`config.mk`:
```
export PLATFORM = sky130hd
export DESIGN_NAME = seven_seg_scanner
export DESIGN_NICKNAME = d
export VERILOG_FILES = /design/src/rtl/seven_seg_scanner.sv
export SDC_FILE = /design/constraint.sdc
export NUM_CORES = 1
export LEC_CHECK = 0
export ABC_CLOCK_PERIOD_IN_PS = 1900
export BUFFER_PORTS_ARGS = -buffer_cell sky130_fd_sc_hd__buf_4
export CORE_MARGIN = 4
export CORE_UTILIZATION = 50
export DETAILED_ROUTE_END_ITERATION = 6
export GPL_TIMING_DRIVEN = 0
export PLACE_DENSITY = 0.69
export SLEW_MARGIN = 20
export SYNTH_ARGS = -nofsm -noshare
export SYNTH_HDL_FRONTEND = slang
export SYNTH_SLANG_ARGS = --single-unit
export TNS_END_PERCENT = 20
```
`constraint.sdc`:
```
create_clock -name clk -period 1.9 [get_ports clk]
set_input_delay 0.095 -clock clk [delete_from_list [all_inputs] [get_ports clk]]
set_output_delay 0.095 -clock clk [all_outputs]
set_load 0.02 [all_outputs]
```
`src/rtl/seven_seg_scanner.sv`:
```
// seven_seg_scanner: time-multiplexes four BCD digits onto a common-anode display with blanking, zero suppression and frame-aligned updates.
//   clk, rst_n        : clock, asynchronous active-low reset
//   load              : strobe capturing digits_in / dp_in
//   digits_in, dp_in  : four BCD digits ([3:0] rightmost) and their decimal points
//   lz_en             : leading-zero suppression enable
//   bcd_out           : code of the selected digit for the shared segment decoder
//   an, dp_n          : active-low anode selects and decimal point
//   frame_tick        : one-cycle pulse per completed 4-digit frame
module seven_seg_scanner #(
    parameter int REFRESH_DIV  = 100000,
    parameter int BLANK_CYCLES = 1000
) (
    input  logic        clk,
    input  logic        rst_n,
    input  logic        load,
    input  logic [15:0] digits_in,
    input  logic [3:0]  dp_in,
    input  logic        lz_en,
    output logic [3:0]  bcd_out,
    output logic [3:0]  an,
    output logic        dp_n,
    output logic        frame_tick
);
    localparam int CW = $clog2(REFRESH_DIV);
    localparam logic [CW-1:0] LAST = CW'(REFRESH_DIV - 1);
    localparam logic [CW-1:0] BL = CW'(BLANK_CYCLES);
    typedef enum logic {BLANK, DRIVE} state_t;
    localparam state_t RST_ST = (BLANK_CYCLES == 0) ? DRIVE : BLANK;
    state_t state, state_nx;
    logic [CW-1:0] cnt, cnt_nx;
    logic [1:0] idx;
    logic [15:0] act_d, sh_d;
    logic [3:0] act_dp, sh_dp;
    logic pending, boundary, sup, inv, lit, dp_nx;
    logic [3:0] dig, an_nx, bcd_nx;
    always_comb begin
        boundary = (cnt == LAST) && (idx == 2'd3);
        cnt_nx = (cnt == LAST) ? '0 : cnt + 1'b1;
        // State tracks the slot position the counter is about to enter.
        state_nx = (cnt_nx < BL) ? BLANK : DRIVE;
        dig = act_d[{idx, 2'b00} +: 4];
        inv = dig > 4'd9;
        // A digit is a leading zero only if it and every digit to its left are zero.
        sup = lz_en && (idx == 2'd3 ? act_d[15:12] == 4'd0 :
                        idx == 2'd2 ? act_d[15:8] == 8'd0 :
                        idx == 2'd1 ? act_d[15:4] == 12'd0 : 1'b0);
        lit = (state == DRIVE) && !sup && !inv;
        an_nx = lit ? ~(4'b0001 << idx) : 4'b1111;
        dp_nx = lit ? ~act_dp[idx] : 1'b1;
        bcd_nx = inv ? 4'd0 : dig;
    end
    always_ff @(posedge clk or negedge rst_n) begin
        if (!rst_n) state <= RST_ST;
        else state <= state_nx;
    end
    always_ff @(posedge clk or negedge rst_n) begin
        if (!rst_n) begin
            cnt <= '0;
            idx <= 2'd0;
            act_d <= 16'd0;
            act_dp <= 4'd0;
            sh_d <= 16'd0;
            sh_dp <= 4'd0;
            pending <= 1'b0;
            an <= 4'b1111;
            dp_n <= 1'b1;
            bcd_out <= 4'd0;
            frame_tick <= 1'b0;
        end else begin
            cnt <= cnt_nx;
            if (cnt == LAST) idx <= idx + 2'd1;
            an <= an_nx;
            dp_n <= dp_nx;
            bcd_out <= bcd_nx;
            frame_tick <= boundary;
            if (load) begin
                sh_d <= digits_in;
                sh_dp <= dp_in;
            end
            // Active data only changes on the edge that starts a new frame.
            if (boundary && load) begin
                act_d <= digits_in;
                act_dp <= dp_in;
                pending <= 1'b0;
            end else if (boundary && pending) begin
                act_d <= sh_d;
                act_dp <= sh_dp;
                pending <= 1'b0;
            end else if (load) begin
                pending <= 1'b1;
            end
        end
    end
endmodule

```
**Word level (Yosys, flattened, before mapping)**

Index checks and enable logic that the tools add are counted.

- Output and inout bits: 10
- Bits of input ports: 24
- Bits in registers: 71

- Bitwise operators: 2
- Order comparisons: 3
- Add/sub/neg operators: 2
- Equality and inequality tests: 4
- Reduce and logical (&&, ||, !) cells: 13
- Mux-type cells: 17
- Shift-type cells: 2

Operators by type and width:

| cell | number |
|---|---|
| 2-to-1 mux 16 bit | 2 |
| adder 17 x 1 -> 17 bit (second input constant) | 1 |
| equality test 17 bit (second input constant) | 1 |
| less-than comparator 17 x 10 -> 1 bit (second input constant) | 1 |
| 2-to-1 mux 17 bit | 1 |
| 2-to-1 mux 4 bit | 4 |
| variable part select 16 x 5 -> 4 bit | 1 |
| zero test 12 bit | 1 |
| 2-to-1 mux 1 bit | 9 |
| zero test 8 bit | 1 |
| logical AND 1 bit | 6 |
| equality test 2 bit (second input constant) | 2 |
| > comparator 4 bit (second input constant) | 1 |
| zero test 4 bit | 1 |
| NOT 4 bit | 1 |
| left shift 1 x 2 -> 4 bit (first input constant) | 1 |
| less-than comparator 2 x 3 -> 1 bit (second input constant) | 1 |
| nonzero test 3 bit | 1 |
| adder 2 x 1 -> 2 bit (second input constant) | 1 |
| binary-select mux 1 bit (select 2 bit) | 1 |
| equality test 2 x 1 -> 1 bit (second input constant) | 1 |
| zero test 1 bit | 2 |
| nonzero test 2 bit | 1 |
| NOT 1 bit | 1 |

**Depth between registers and ports, before layout**

- Depth in word-level cells: 9
- Mapped depth: 7

**Worst setup path before layout**

Ideal clock, no wire load.

- Kind: register -> register
- Start point: reg cnt[0]
- End point: reg act_d[0]
- Arrival time: 2004 ps
- Data required time: 1775 ps
- Cell stages (with the launch flop): 8
- Slack: -229 ps
- Clock period less this slack: 2129 ps
- Setup time: 125 ps
- Cell sequence: dfrtp_1 > ha_1 > nand4_1 > nor4_4 > and2_4 > o21ai_2 > buf_6 > mux2_4

- Cells in the longest elaborated chain, start to end: 4
- Elaborated cells between the ends (all ways): 6
- Classes of those cells: eq/ne (1); mux (1); reduce/logical (4)

RTL lines:

| element | line | RTL |
|---|---|---|
| start, declared | 30 | `logic [CW-1:0] cnt, cnt_nx;` |
| start signal, assigned | 70 | `cnt <= cnt_nx;` |
| equality test 17 bit (*) | 37 | `boundary = (cnt == LAST) && (idx == 2'd3);` |
| logical AND 1 bit (*) | 37 |  |
| named net boundary | 34 | `logic pending, boundary, sup, inv, lit, dp_nx;` |
| logical AND 1 bit (on tied branches) | 81, 85 |  |
| 2-to-1 mux 16 bit or nonzero test 2 bit (tied branches) | n/a |  |
| end signal, assigned | 82 | `act_d <= digits_in;` |
| end, declared | 32 | `logic [15:0] act_d, sh_d;` |

Mark *: on every way through the listed nets, which the timed path passes. The rest lies on a longest branch.
A chain may end at the register's enable or synchronous reset.

**Final worst setup path**

- Start point: reg cnt[0]
- End point: reg act_d[4]

The elaborated chain is that of the path after synthesis.

==> metrics <==
status=complete, but fails checks; failing checks=negative setup slack; Max stage delay on crit path=0.42 ns; Yosys reg bits=71; Max Cap Violations=0; total count of hold-check failures in the final report=0; Hold Path Depth=2; dpl hpwl=approximately 4000 microns; Synth area leader=dfrtp_1; largest net degree at the start of global routing=72; largest delay contributor family on the critical path=simple AND/OR/NAND/NOR gates; most common flop cell mapped by yosys=dfrtp_1; first drt pass iteration count=4; Slew Limit Fails=0; global router's overall resource usage=between 15 and 20%; CTS root buf=clkbuf_8; clock skew after layout=0.00592 ns; slowest cell on the critical path=dfrtp_1; layout net count=330; # diodes=0; clk sinks=71; final weighted congestion in routability-driven placement=0.823; Final min period=2.07 ns; Syn Std Cell Area=around 3200 sq um; Mapped Cells=242; hold crit path type=input pin to flop; antenna violations before repair=0; remaining antenna violation count=0; vias per cell=5.38; Worst Path Required=2.12 ns; Setup WS post-layout=-0.169 ns; YS warnings=0; TritonCTS clock tree=built; Non-Filler Instances=382; Worst-path clk slew=0.07 ns; CP Class=flop to flop; via count=roughly 2000; dpl cells=352; Die Footprint=7840 sq um; CTS Buffer Depth=2; Syn Nets=about 270; final design utilization=a little under two thirds; final wirelength=~6100 microns; R2R Path Start=cnt[0]; Site Rows=29; Peak Freq=slightly below 500 MHz; VDD IR max=between 300 and 400 uV; top post-synthesis cells by area=dfrtp_1 (51%), mux2_4 (9.3%), mux2_2 (6.9%); most frequent cells in the layout=dfrtp_1 (65), buf_4 (41), mux2_2 (20), mux2_4 (20), nand2_1 (15); DR WL/cell=about 16 microns; Yosys cell types=48; CP Capture Type=flop; ratio of cells with drive above 1 in the final layout=43.0%; post-synth top area share=between 50% and 60%; Post-synth EDFFs=0; DR iter-0 viols=74; worst path bufs/invs=2; die width=88.6 microns; max_slew headroom=43.8%; WHS Endpoint=sh_dp[2]; Worst R2R Setup Slack=-0.17 ns; worst-path fanout max=5; RSZ-0062 raised after global routing=yes; Mapped Avg Cell Area=13.4 sq um; Worst R2R End=act_d[4]; starting density of the core=~51%; Critical Path Source Type=flop; DRC Markers=0; first-pass GRT wire length=10000 microns; Fill cells=516; Clock Latency Late Sink=roughly 0.33 ns; worst hold start=dp_in[2]; H-tree Lvls=3; CP Cell Sequence=ha_4, nand4_1, buf_4, nor4_4, and2_4, o21ai_4, buf_6, mux2_4; Worst-Margin Slew=roughly 0.84 ns; vias in the first global route=2013; crit share post-route=109%; Async SR Flop Fraction=100%; area growth from synthesis to layout=23.5%; port buffer count=33; reg2reg path depth=8; total gr overflow=0; Leakage=approximately 1.9 nW; sequential element share of the synthesized area=55.0%; setup violators final=21; Top Ports=34; CTS buffer count=9; Die Y=88.6 microns; crit path DAT=2.29 ns; Power Dens Cells=689 nW/um^2; commonest non-fill, non-tap cell in the layout=dfrtp_1; Core Area=6310 sq um
## cell type report
cell class / instances / area [sq um] / share of cell area, %
Inverter: 5 / 18.8 / 0.468
Clock inverter: 3 / 18.8 / 0.468
Tap cell: 77 / 96.3 / 2.40
Clock buffer: 12 / 155 / 3.87
Timing Repair Buffer: 48 / 382 / 9.52
Multi-Input combinational cell: 158 / 1500 / 37.3
Sequential cell: 71 / 1780 / 44.5
Buffer: 8 / 56.3 / 1.40
## flip-flops by register name, indices dropped and copies added, names as in the netlist
register,cells
sh_dp,4
sh_d,16
frame_tick,1
dp_n,1
bcd_out,4
idx,2
act_d,16
cnt,17
an,4
act_dp,4
pending,1
state,1
## worst reg2reg max path, delay by kind of cell, from the launching register on
kind	cells	cell delay, ns
AOI/OAI and AO/OA	1	0.09
adders and majority gates	1	0.17
buffers and inverters	2	0.34
DFF	1	0.42
muxes	1	0.30
and+or+nand+nor	3	0.63
## repair_timing
item,in CTS,in global routing
hold buffers,4,0
pin swaps,6,4
endpoints found under the setup margin,27,29
buffers inserted,4,5
resized for setup,18,8
cloned,2,0
hold endpoints to repair,69,0
## Yosys cell counts, drive strengths merged (2+ instances only)
master   instances
nand4            2
and4             3
and3             3
nand2           15
mux4             5
o211ai           2
and2             4
nor3             2
nor4             7
clkbuf           3
buf              5
nand3            7
nand2b           3
or2              4
or3              3
xnor2            9
dfstp            5
inv              5
mux2            40
ha               5
nor2b            6
dfrtp           66
a21oi            2
nor2            12
a311oi           2
o21ai            4
xor2             4
nand4bb          2
## metrics by stage
| step | setup TNS, ns | setup slack (ns) | hold WS (ns) | area, sq um | power, mW |
|---|---|---|---|---|---|
| floorplan | -3.96 | -0.173 | -0.201 | 3260 | 1.65 |
| global placement | -11.60 | -0.511 | 0.264 | 3600 | 1.73 |
| detailed placement | -10.88 | -0.549 | 0.265 | 3600 | 1.73 |
| CTS | -5.34 | -0.267 | 0.000223 | 3930 | 2.80 |
| global route | -5.61 | -0.273 | 0.00566 | 4010 | 2.88 |
| finish | -3.31 | -0.169 | 0.0114 | 4010 | 2.76 |
## worst max-delay path by stage
stage | startpoint | endpoint | depth (start not counted)
after CTS | cnt[11] | act_d[4] | 6
after floorplan | cnt[13] | act_d[0] | 6
after global placement | cnt[0] | state | 6
final | cnt[0] | act_d[4] | 8
after global routing | cnt[0] | act_d[14] | 8
after detailed placement | cnt[0] | state | 6
## metal layers
metal / routed length, microns / global-route usage, % / share of wire (%)
met5: 0 / 0 / 0
met4: 106 / 7.83 / 1.7
met3: 276 / 3.45 / 4.5
met2: 2900 / 27.1 / 47
met1: 2840 / 23.1 / 46
## kinds of logic (layout without fill, tap and decap cells)
logic type	count (synthesis)	after routing	share of synthesized area [%]
simple gates	77	77	13.9
flops	71	71	55.0
mux	45	45	19.7
compound gates	18	18	4.05
xor+xnor	13	13	3.51
buf+inv	13	76	2.01
fa+ha+maj	5	5	1.93
## power by group
group	internal [mW]	switching [mW]	leakage [nW]	total [mW]
logic	0.0760	0.0681	0.871	0.144
registers	1.55	0.00960	0.908	1.56
clock network	0.536	0.520	0.0922	1.06
total	2.17	0.597	1.87	2.76
Note: power is estimated with default switching activity, not from simulation.
